## src/rtl/alu_cmd_sequencer.sv

```systemverilog
// Frame-level sequencer: collects header/A/B/function bytes from RX, fires the shared
// ALU/CMP datapath for one cycle, captures its registered result and hands it to TX.
module alu_cmd_sequencer #(
    parameter int         DATA_WIDTH = 8,
    parameter int         FUN_WIDTH  = 4,
    parameter logic [7:0] HDR_CMD    = 8'hCC,
    parameter int         TIMEOUT    = 255
) (
    input  logic                  CLK,
    input  logic                  RST,
    input  logic [7:0]            RX_DATA,
    input  logic                  RX_VALID,
    input  logic [DATA_WIDTH-1:0] ALU_OUT,
    input  logic                  TX_READY,
    output logic [DATA_WIDTH-1:0] ALU_A,
    output logic [DATA_WIDTH-1:0] ALU_B,
    output logic [FUN_WIDTH-1:0]  ALU_FUN,
    output logic                  ALU_EN,
    output logic [DATA_WIDTH-1:0] TX_DATA,
    output logic                  TX_VALID,
    output logic                  BUSY,
    output logic                  ERR,
    output logic [7:0]            CMD_CNT
);

    typedef enum logic [2:0] {
        S_IDLE    = 3'd0,
        S_GET_A   = 3'd1,
        S_GET_B   = 3'd2,
        S_GET_FUN = 3'd3,
        S_EXEC    = 3'd4,
        S_CAPTURE = 3'd5,
        S_SEND    = 3'd6
    } state_t;

    localparam logic [7:0] TIMEOUT_M1 = 8'(TIMEOUT - 1);

    // Function byte is legal only when every bit above the function field is zero.
    function automatic logic fun_byte_ok(input logic [7:0] b);
        return (b >> FUN_WIDTH) == 8'h00;
    endfunction

    state_t                  state_q, state_d;
    logic [DATA_WIDTH-1:0]   alu_a_q, alu_a_d;
    logic [DATA_WIDTH-1:0]   alu_b_q, alu_b_d;
    logic [FUN_WIDTH-1:0]    alu_fun_q, alu_fun_d;
    logic                    alu_en_q, alu_en_d;
    logic [DATA_WIDTH-1:0]   tx_data_q, tx_data_d;
    logic                    tx_valid_q, tx_valid_d;
    logic                    err_q, err_d;
    logic [7:0]              cmd_cnt_q, cmd_cnt_d;
    logic [7:0]              gap_q, gap_d;

    // Next-state and next-output logic; ALU_EN is raised on the edge that enters EXEC.
    always_comb begin
        state_d    = state_q;
        alu_a_d    = alu_a_q;
        alu_b_d    = alu_b_q;
        alu_fun_d  = alu_fun_q;
        alu_en_d   = 1'b0;
        tx_data_d  = tx_data_q;
        tx_valid_d = tx_valid_q;
        err_d      = 1'b0;
        cmd_cnt_d  = cmd_cnt_q;
        gap_d      = 8'd0;
        case (state_q)
            S_IDLE: begin
                if (RX_VALID) begin
                    if (RX_DATA == HDR_CMD) begin
                        state_d = S_GET_A;
                    end else begin
                        err_d = 1'b1;
                    end
                end else begin
                    state_d = S_IDLE;
                end
            end
            S_GET_A: begin
                if (RX_VALID) begin
                    alu_a_d = DATA_WIDTH'(RX_DATA);
                    state_d = S_GET_B;
                end else if (gap_q == TIMEOUT_M1) begin
                    state_d = S_IDLE;
                    err_d   = 1'b1;
                end else begin
                    gap_d = gap_q + 8'd1;
                end
            end
            S_GET_B: begin
                if (RX_VALID) begin
                    alu_b_d = DATA_WIDTH'(RX_DATA);
                    state_d = S_GET_FUN;
                end else if (gap_q == TIMEOUT_M1) begin
                    state_d = S_IDLE;
                    err_d   = 1'b1;
                end else begin
                    gap_d = gap_q + 8'd1;
                end
            end
            S_GET_FUN: begin
                if (RX_VALID) begin
                    if (fun_byte_ok(RX_DATA)) begin
                        alu_fun_d = FUN_WIDTH'(RX_DATA);
                        alu_en_d  = 1'b1;
                        state_d   = S_EXEC;
                    end else begin
                        state_d = S_IDLE;
                        err_d   = 1'b1;
                    end
                end else if (gap_q == TIMEOUT_M1) begin
                    state_d = S_IDLE;
                    err_d   = 1'b1;
                end else begin
                    gap_d = gap_q + 8'd1;
                end
            end
            S_EXEC: begin
                err_d   = RX_VALID;
                state_d = S_CAPTURE;
            end
            S_CAPTURE: begin
                err_d      = RX_VALID;
                tx_data_d  = ALU_OUT;
                tx_valid_d = 1'b1;
                state_d    = S_SEND;
            end
            S_SEND: begin
                err_d = RX_VALID;
                if (tx_valid_q && TX_READY) begin
                    tx_valid_d = 1'b0;
                    cmd_cnt_d  = cmd_cnt_q + 8'd1;
                    state_d    = S_IDLE;
                end else begin
                    state_d = S_SEND;
                end
            end
            default: begin
                state_d = S_IDLE;
            end
        endcase
    end

    // State and output registers; reset clears everything and discards any partial frame.
    always_ff @(posedge CLK or negedge RST) begin
        if (!RST) begin
            state_q    <= S_IDLE;
            alu_a_q    <= '0;
            alu_b_q    <= '0;
            alu_fun_q  <= '0;
            alu_en_q   <= 1'b0;
            tx_data_q  <= '0;
            tx_valid_q <= 1'b0;
            err_q      <= 1'b0;
            cmd_cnt_q  <= 8'd0;
            gap_q      <= 8'd0;
        end else begin
            state_q    <= state_d;
            alu_a_q    <= alu_a_d;
            alu_b_q    <= alu_b_d;
            alu_fun_q  <= alu_fun_d;
            alu_en_q   <= alu_en_d;
            tx_data_q  <= tx_data_d;
            tx_valid_q <= tx_valid_d;
            err_q      <= err_d;
            cmd_cnt_q  <= cmd_cnt_d;
            gap_q      <= gap_d;
        end
    end

    assign ALU_A    = alu_a_q;
    assign ALU_B    = alu_b_q;
    assign ALU_FUN  = alu_fun_q;
    assign ALU_EN   = alu_en_q;
    assign TX_DATA  = tx_data_q;
    assign TX_VALID = tx_valid_q;
    assign ERR      = err_q;
    assign CMD_CNT  = cmd_cnt_q;
    assign BUSY     = (state_q != S_IDLE);

endmodule

```

## config.mk

```make
export PLATFORM = sky130hd
export DESIGN_NAME = alu_cmd_sequencer
export DESIGN_NICKNAME = d
export VERILOG_FILES = /design/src/rtl/alu_cmd_sequencer.sv
export SDC_FILE = /design/constraint.sdc
export NUM_CORES = 1
export LEC_CHECK = 0
export ABC_AREA = 1
export CORE_ASPECT_RATIO = 1.2
export CORE_UTILIZATION = 35
export DETAILED_ROUTE_END_ITERATION = 7
export GPL_TIMING_DRIVEN = 0
export SLEW_MARGIN = 0
export SYNTH_ARGS = -nofsm -noshare
export SYNTH_HDL_FRONTEND = slang
export SYNTH_SLANG_ARGS = --single-unit
```

## constraint.sdc

```tcl
create_clock -name CLK -period 1.75 [get_ports CLK]
set_input_delay 0.175 -clock CLK [delete_from_list [all_inputs] [get_ports CLK]]
set_output_delay 0.175 -clock CLK [all_outputs]
set_load 0.03 [all_outputs]
```

== Word level (Yosys, flattened, before mapping) ==
Cells that the tools add are included.

* Add/subtract/negate cells: 2
* Reductions and logical operators: 13
* Equal/unequal tests: 10
* Mux-type cells: 24

{| class="wikitable"
|+ Operator list
! kind !! count
|-
| 3-bit two-way mux || 8
|-
| 8-bit two-way mux || 3
|-
| 3-bit case mux with 7 select lines || 1
|-
| 8-bit by 1-bit adder with 8-bit output (second input constant) || 2
|-
| 8-bit == test (second input constant) || 2
|-
| 1-bit two-way mux || 10
|-
| 3-bit == test (second input constant) || 3
|-
| 8-bit zero test || 1
|-
| 2-bit AND reduction || 4
|-
| 3-bit by 2-bit == test with 1-bit output (second input constant) || 2
|-
| 3-bit OR reduction || 2
|-
| 1-bit case mux with 4 select lines || 1
|-
| 3-bit by 1-bit == test with 1-bit output (second input constant) || 1
|-
| 3-bit zero test || 1
|-
| 3-bit inequality test (second input constant) || 1
|-
| 3-bit AND reduction || 1
|-
| 3-bit nonzero test || 1
|-
| 2-bit inequality test (second input constant) || 1
|-
| 1-bit case mux with 2 select lines || 1
|-
| 2-bit nonzero test || 1
|-
| 2-bit OR reduction || 1
|-
| 1-bit logical AND || 1
|}

* Register bits after elaboration: 50
* Input bits: 20
* Output and inout port bits: 40

== Longest topological paths before layout ==
* Depth after elaboration: 4
* Mapped depth: 9

== Least setup slack after synthesis ==
Ideal clock, no wire load.

* Path kind: register to register
* Start point: register cmd_cnt_q[0] (netlist: CMD_CNT[0])
* End point: register cmd_cnt_q[4] (netlist: CMD_CNT[4])
* Clock period less this slack: 1.295 ns
* Path slack: 0.455 ns
* Data arrival time: 1.168 ns
* Data required time: 1.623 ns
* Cell stages (with the launch flop): 6
* Path through: dfrtp_1 ha_1 nand2_1 xor2_1 nand2_1 o21ai_0

* Cells in the longest elaborated chain, start to end: 1

{| class="wikitable"
|+ RTL lines
! what !! line !! RTL
|-
| start, declared || 51 || <nowiki>logic [7:0] cmd_cnt_q, cmd_cnt_d;</nowiki>
|-
| start signal, assigned || 165 || <nowiki>cmd_cnt_q <= cmd_cnt_d;</nowiki>
|-
| 8-bit by 1-bit adder with 8-bit output || 131 || <nowiki>cmd_cnt_d = cmd_cnt_q + 8'd1;</nowiki>
|}

Every way passes these cells.
A chain may end at the register's enable or synchronous reset.

== Final worst setup path ==
* Start point: register cmd_cnt_q[0] (netlist: CMD_CNT[0])
* End point: output port CMD_CNT[0]

{| class="wikitable"
|+ RTL lines
! what !! line !! RTL
|-
| end, declared || 23 || <nowiki>output logic [7:0] CMD_CNT</nowiki>
|}

No word-level cell between the ends.

==> flow_summary.toml <==
[run_status]
outcome = "complete, no violations"

[global_route]
grt_pass1_wl_um = 8360
first_global_vias = 1878
grt_max_degree = 30
grt.total_usage_pct = 15.6
grt_overflow_total = 0
antenna_found_initial = 0

[pwr]
power.share.clock_pct = 14.8
comb_power_share_pct = 47.9
p_sw_share_pct = 42.3
p_leak_nw = 1.44
cellPowerDensity_mw_per_mm2 = 1620
seq_power_share_pct = 37.3
net-switching-power_mw = 2.12
internal_power_mw = 2.89
ir_worst_vdd_v = 0.000923

[clocking]
htree_levels = 2
clock_transition_at_the_register_clock_pins_on_the_worst_setup_and_hold_paths_after_cts_ns = 0.09
clk_path_buf_depth = 2
clock_latency_ns = 0.30
tritoncts_buffers = 5
cts.sink_count = 50
cts_tree = "done"
root_buffer = "sky130_fd_sc_hd__clkbuf_8"

[synth]
synth_top_flop_cell = "sky130_fd_sc_hd__dfrtp_1"
yosysWarnings = 0
synth_seq_area_share_pct = 55.3
count_of_flip_flops_with_a_built_in_enable_after_synthesis = 0
postSynthRegisterBits = 50
synth.area.top_cells = "sky130_fd_sc_hd__dfrtp_1 55%, sky130_fd_sc_hd__nand2_1 14%, sky130_fd_sc_hd__o21ai_0 6.0%"
synthesis.instances = 255
yosys.cell_types.count = 28
netlist.area_leader.share_pct = 55.3
syn-mean-instance-area_um2 = 8.88
cell_area_after_synthesis_mm2 = 0.00226
post-synth-top-area-cell = "sky130_fd_sc_hd__dfrtp_1"
syn_nets = 278
asyncSetResetFlopFracSynth_pct = 100

[final_layout]
finish.net_count = 346
final_core_util_pct = 50.6
layout.cells.most_common_list = "85 x sky130_fd_sc_hd__nand2_1, 57 x sky130_fd_sc_hd__clkdlybuf4s50_1, 49 x sky130_fd_sc_hd__dfrtp_1"
leading_cell_type_in_the_layout_fill_and_taps_excluded = "sky130_fd_sc_hd__nand2_1"
area_growth_syn_to_layout_pct = 36.9
regArea_mm2 = 0.00125
post_route_cells_drive_above_1_share_pct = 10.2
stdcell_count = 406
multiInputGateArea_um2 = 888
n_fill_cell = 640
insertedDiodeCount = 0

[critical_path]
worst_path_max_delay_cell = "sky130_fd_sc_hd__clkdlybuf4s50_1"
critical_path.endpoint_type = "output pin"
cp_max_fo = 6
path_delay_family = "buffers and inverters"
crit_chain = "clkdlybuf4s50_1"
setup.worst_path.class = "reg -> out"
crit_arrival_ns = 1.50
cp_data_required_time_ns = 1.57
critical_path.n_buffers_inverters = 1
slowest_delay_ns = 0.72
cp-start-kind = "register"

[timing]
slew_headroom_pct = 53.9
final_number_of_hold_violating_endpoints = 0
period_utilisation_layout_pct = 95.9
setup_violations = 0
rsz_0062_raised_after_global_routing = "no"
max_freq_ghz = 0.596
drv_slew = 0
final_critical_path_setup_slack_ns = 0.0726
worst-slew-pin-transition_ns = 0.692
timing.final.crit_period_ns = 1.68
worst_clock_skew_ns = 0.00683

[floorplan]
rows = 31
boundaryPins = 60
initial_utilization_pct = 36.9
die_area_mm2 = 0.00679
die-height_um = 90.1
die_width_um = 75.4
coreArea_mm2 = 0.00613

[drt]
post_drt_via_cell_ratio = 4.54
route.antenna.remaining_nets = 0
detailed_route_wire_length_on_metal_1_um = 2020
topRoutingLayerUsed = "met4"
met3_wirelength_um = 334
routed_wirelength_um = 4680
drt-pass1-iter-count = 4
route.detailed.drc = 0
detailroute.via_count = 1845
detail_route.iter0.violations = 74
detailroute.wirelength.met2_um = 2290
routed_wire_length_per_instance_um = 11.5

[placement]
io_buffer_count = 59
dpl.hpwl_um = 3520
pre_cts_setup_slack_ns = 0.118
routability_cong = 0.735
post-place-cells = 397

[flow_run]
max_cap_violations = 0

[hold_path]
min_path_type = "in -> reg"
-- flip-flops by register name (all words and copies together), names as in the netlist --
name      count
gap_q         8
TX_VALID      1
CMD_CNT       8
ALU_B         8
TX_DATA       8
ERR           1
ALU_FUN       4
ALU_EN        1
ALU_A         8
state_q       3
-- synth_stat cells, types with 4 or more instances --
| cell | n |
|---|---|
| sky130_fd_sc_hd__inv_1 | 20 |
| sky130_fd_sc_hd__xnor2_1 | 4 |
| sky130_fd_sc_hd__nand3_1 | 6 |
| sky130_fd_sc_hd__dfrtp_1 | 50 |
| sky130_fd_sc_hd__nand2_1 | 85 |
| sky130_fd_sc_hd__nor2_1 | 19 |
| sky130_fd_sc_hd__nand4_1 | 5 |
| sky130_fd_sc_hd__inv_2 | 5 |
| sky130_fd_sc_hd__o21ai_0 | 27 |
-- path summary, 6_finish.rpt --
check / from / to / slack [ns] / depth (start not counted)
max in group asynchronous: RST / state_q[0] / 0.74 / 3
setup / recovery: CMD_CNT[0] / CMD_CNT[0] / 0.07 / 1
setup reg to reg: gap_q[0] / gap_q[5] / 0.34 / 7
min in group asynchronous: RST / TX_DATA[5] / 0.45 / 2
hold reg to reg: TX_DATA[6] / TX_DATA[6] / 0.48 / 2
hold / removal: ALU_OUT[2] / TX_DATA[2] / 0.40 / 3
-- through the flow --
step | total power [mW] | cell area [um2] | TNS [ns] | hold WS [ns]
final | 5.01 | 3100 | 0 | 0.402
after global routing | 5.35 | 3100 | 0 | 0.412
after CTS | 5.09 | 3100 | 0 | 0.392
after detailed placement | 4.31 | 2980 | 0 | 0.265
after global placement | 4.28 | 2960 | -53.83 | 0.453
after floorplan | 3.29 | 2260 | 0 | -0.121
-- layer usage --
metal	up-vias	GRT usage [%]
li1	939	-
met1	855	19.4
met2	47	25.8
met3	4	5.49
met4	0	2.78
met5	-	0
-- repair_timing --
item,in CTS,in global routing
gates resized for setup,3,0
hold buffers,1,0
setup endpoints to repair,1,0
hold endpoints to repair,28,0
buffers inserted,0,0
-- cell families after synthesis --
| group | synth area share, % |
|---|---|
| buffers and inverters | 5.69 |
| DFF | 55.3 |
| AOI/OAI and AO/OA | 8.13 |
| and+or+nand+nor | 25.8 |
| adders and majority gates | 1.66 |
| xor gates and xnor gates | 3.43 |
-- layout make-up --
| class | instances | share of cell area (%) |
|---|---|---|
| plain buffers | 4 | 1.13 |
| clock buffers | 7 | 3.11 |
| clock inverters | 1 | 0.283 |
| inverters | 25 | 3.03 |
| multi-input cells | 176 | 28.7 |
| flip-flops and latches | 50 | 40.4 |
| well taps | 82 | 3.31 |
| repair buffers | 61 | 20.1 |
-- power groups by stage --
stage / Clock, mW / Sequential, mW / Combinational (mW)
finish: 0.742 / 1.87 / 2.40
global placement: 0 / 1.88 / 2.41
global route: 0.822 / 1.93 / 2.60
detailed placement: 0 / 1.88 / 2.43
floorplan: 0 / 2.56 / 0.728
CTS: 0.776 / 1.88 / 2.44
Note: power is estimated with default switching activity, not from simulation.
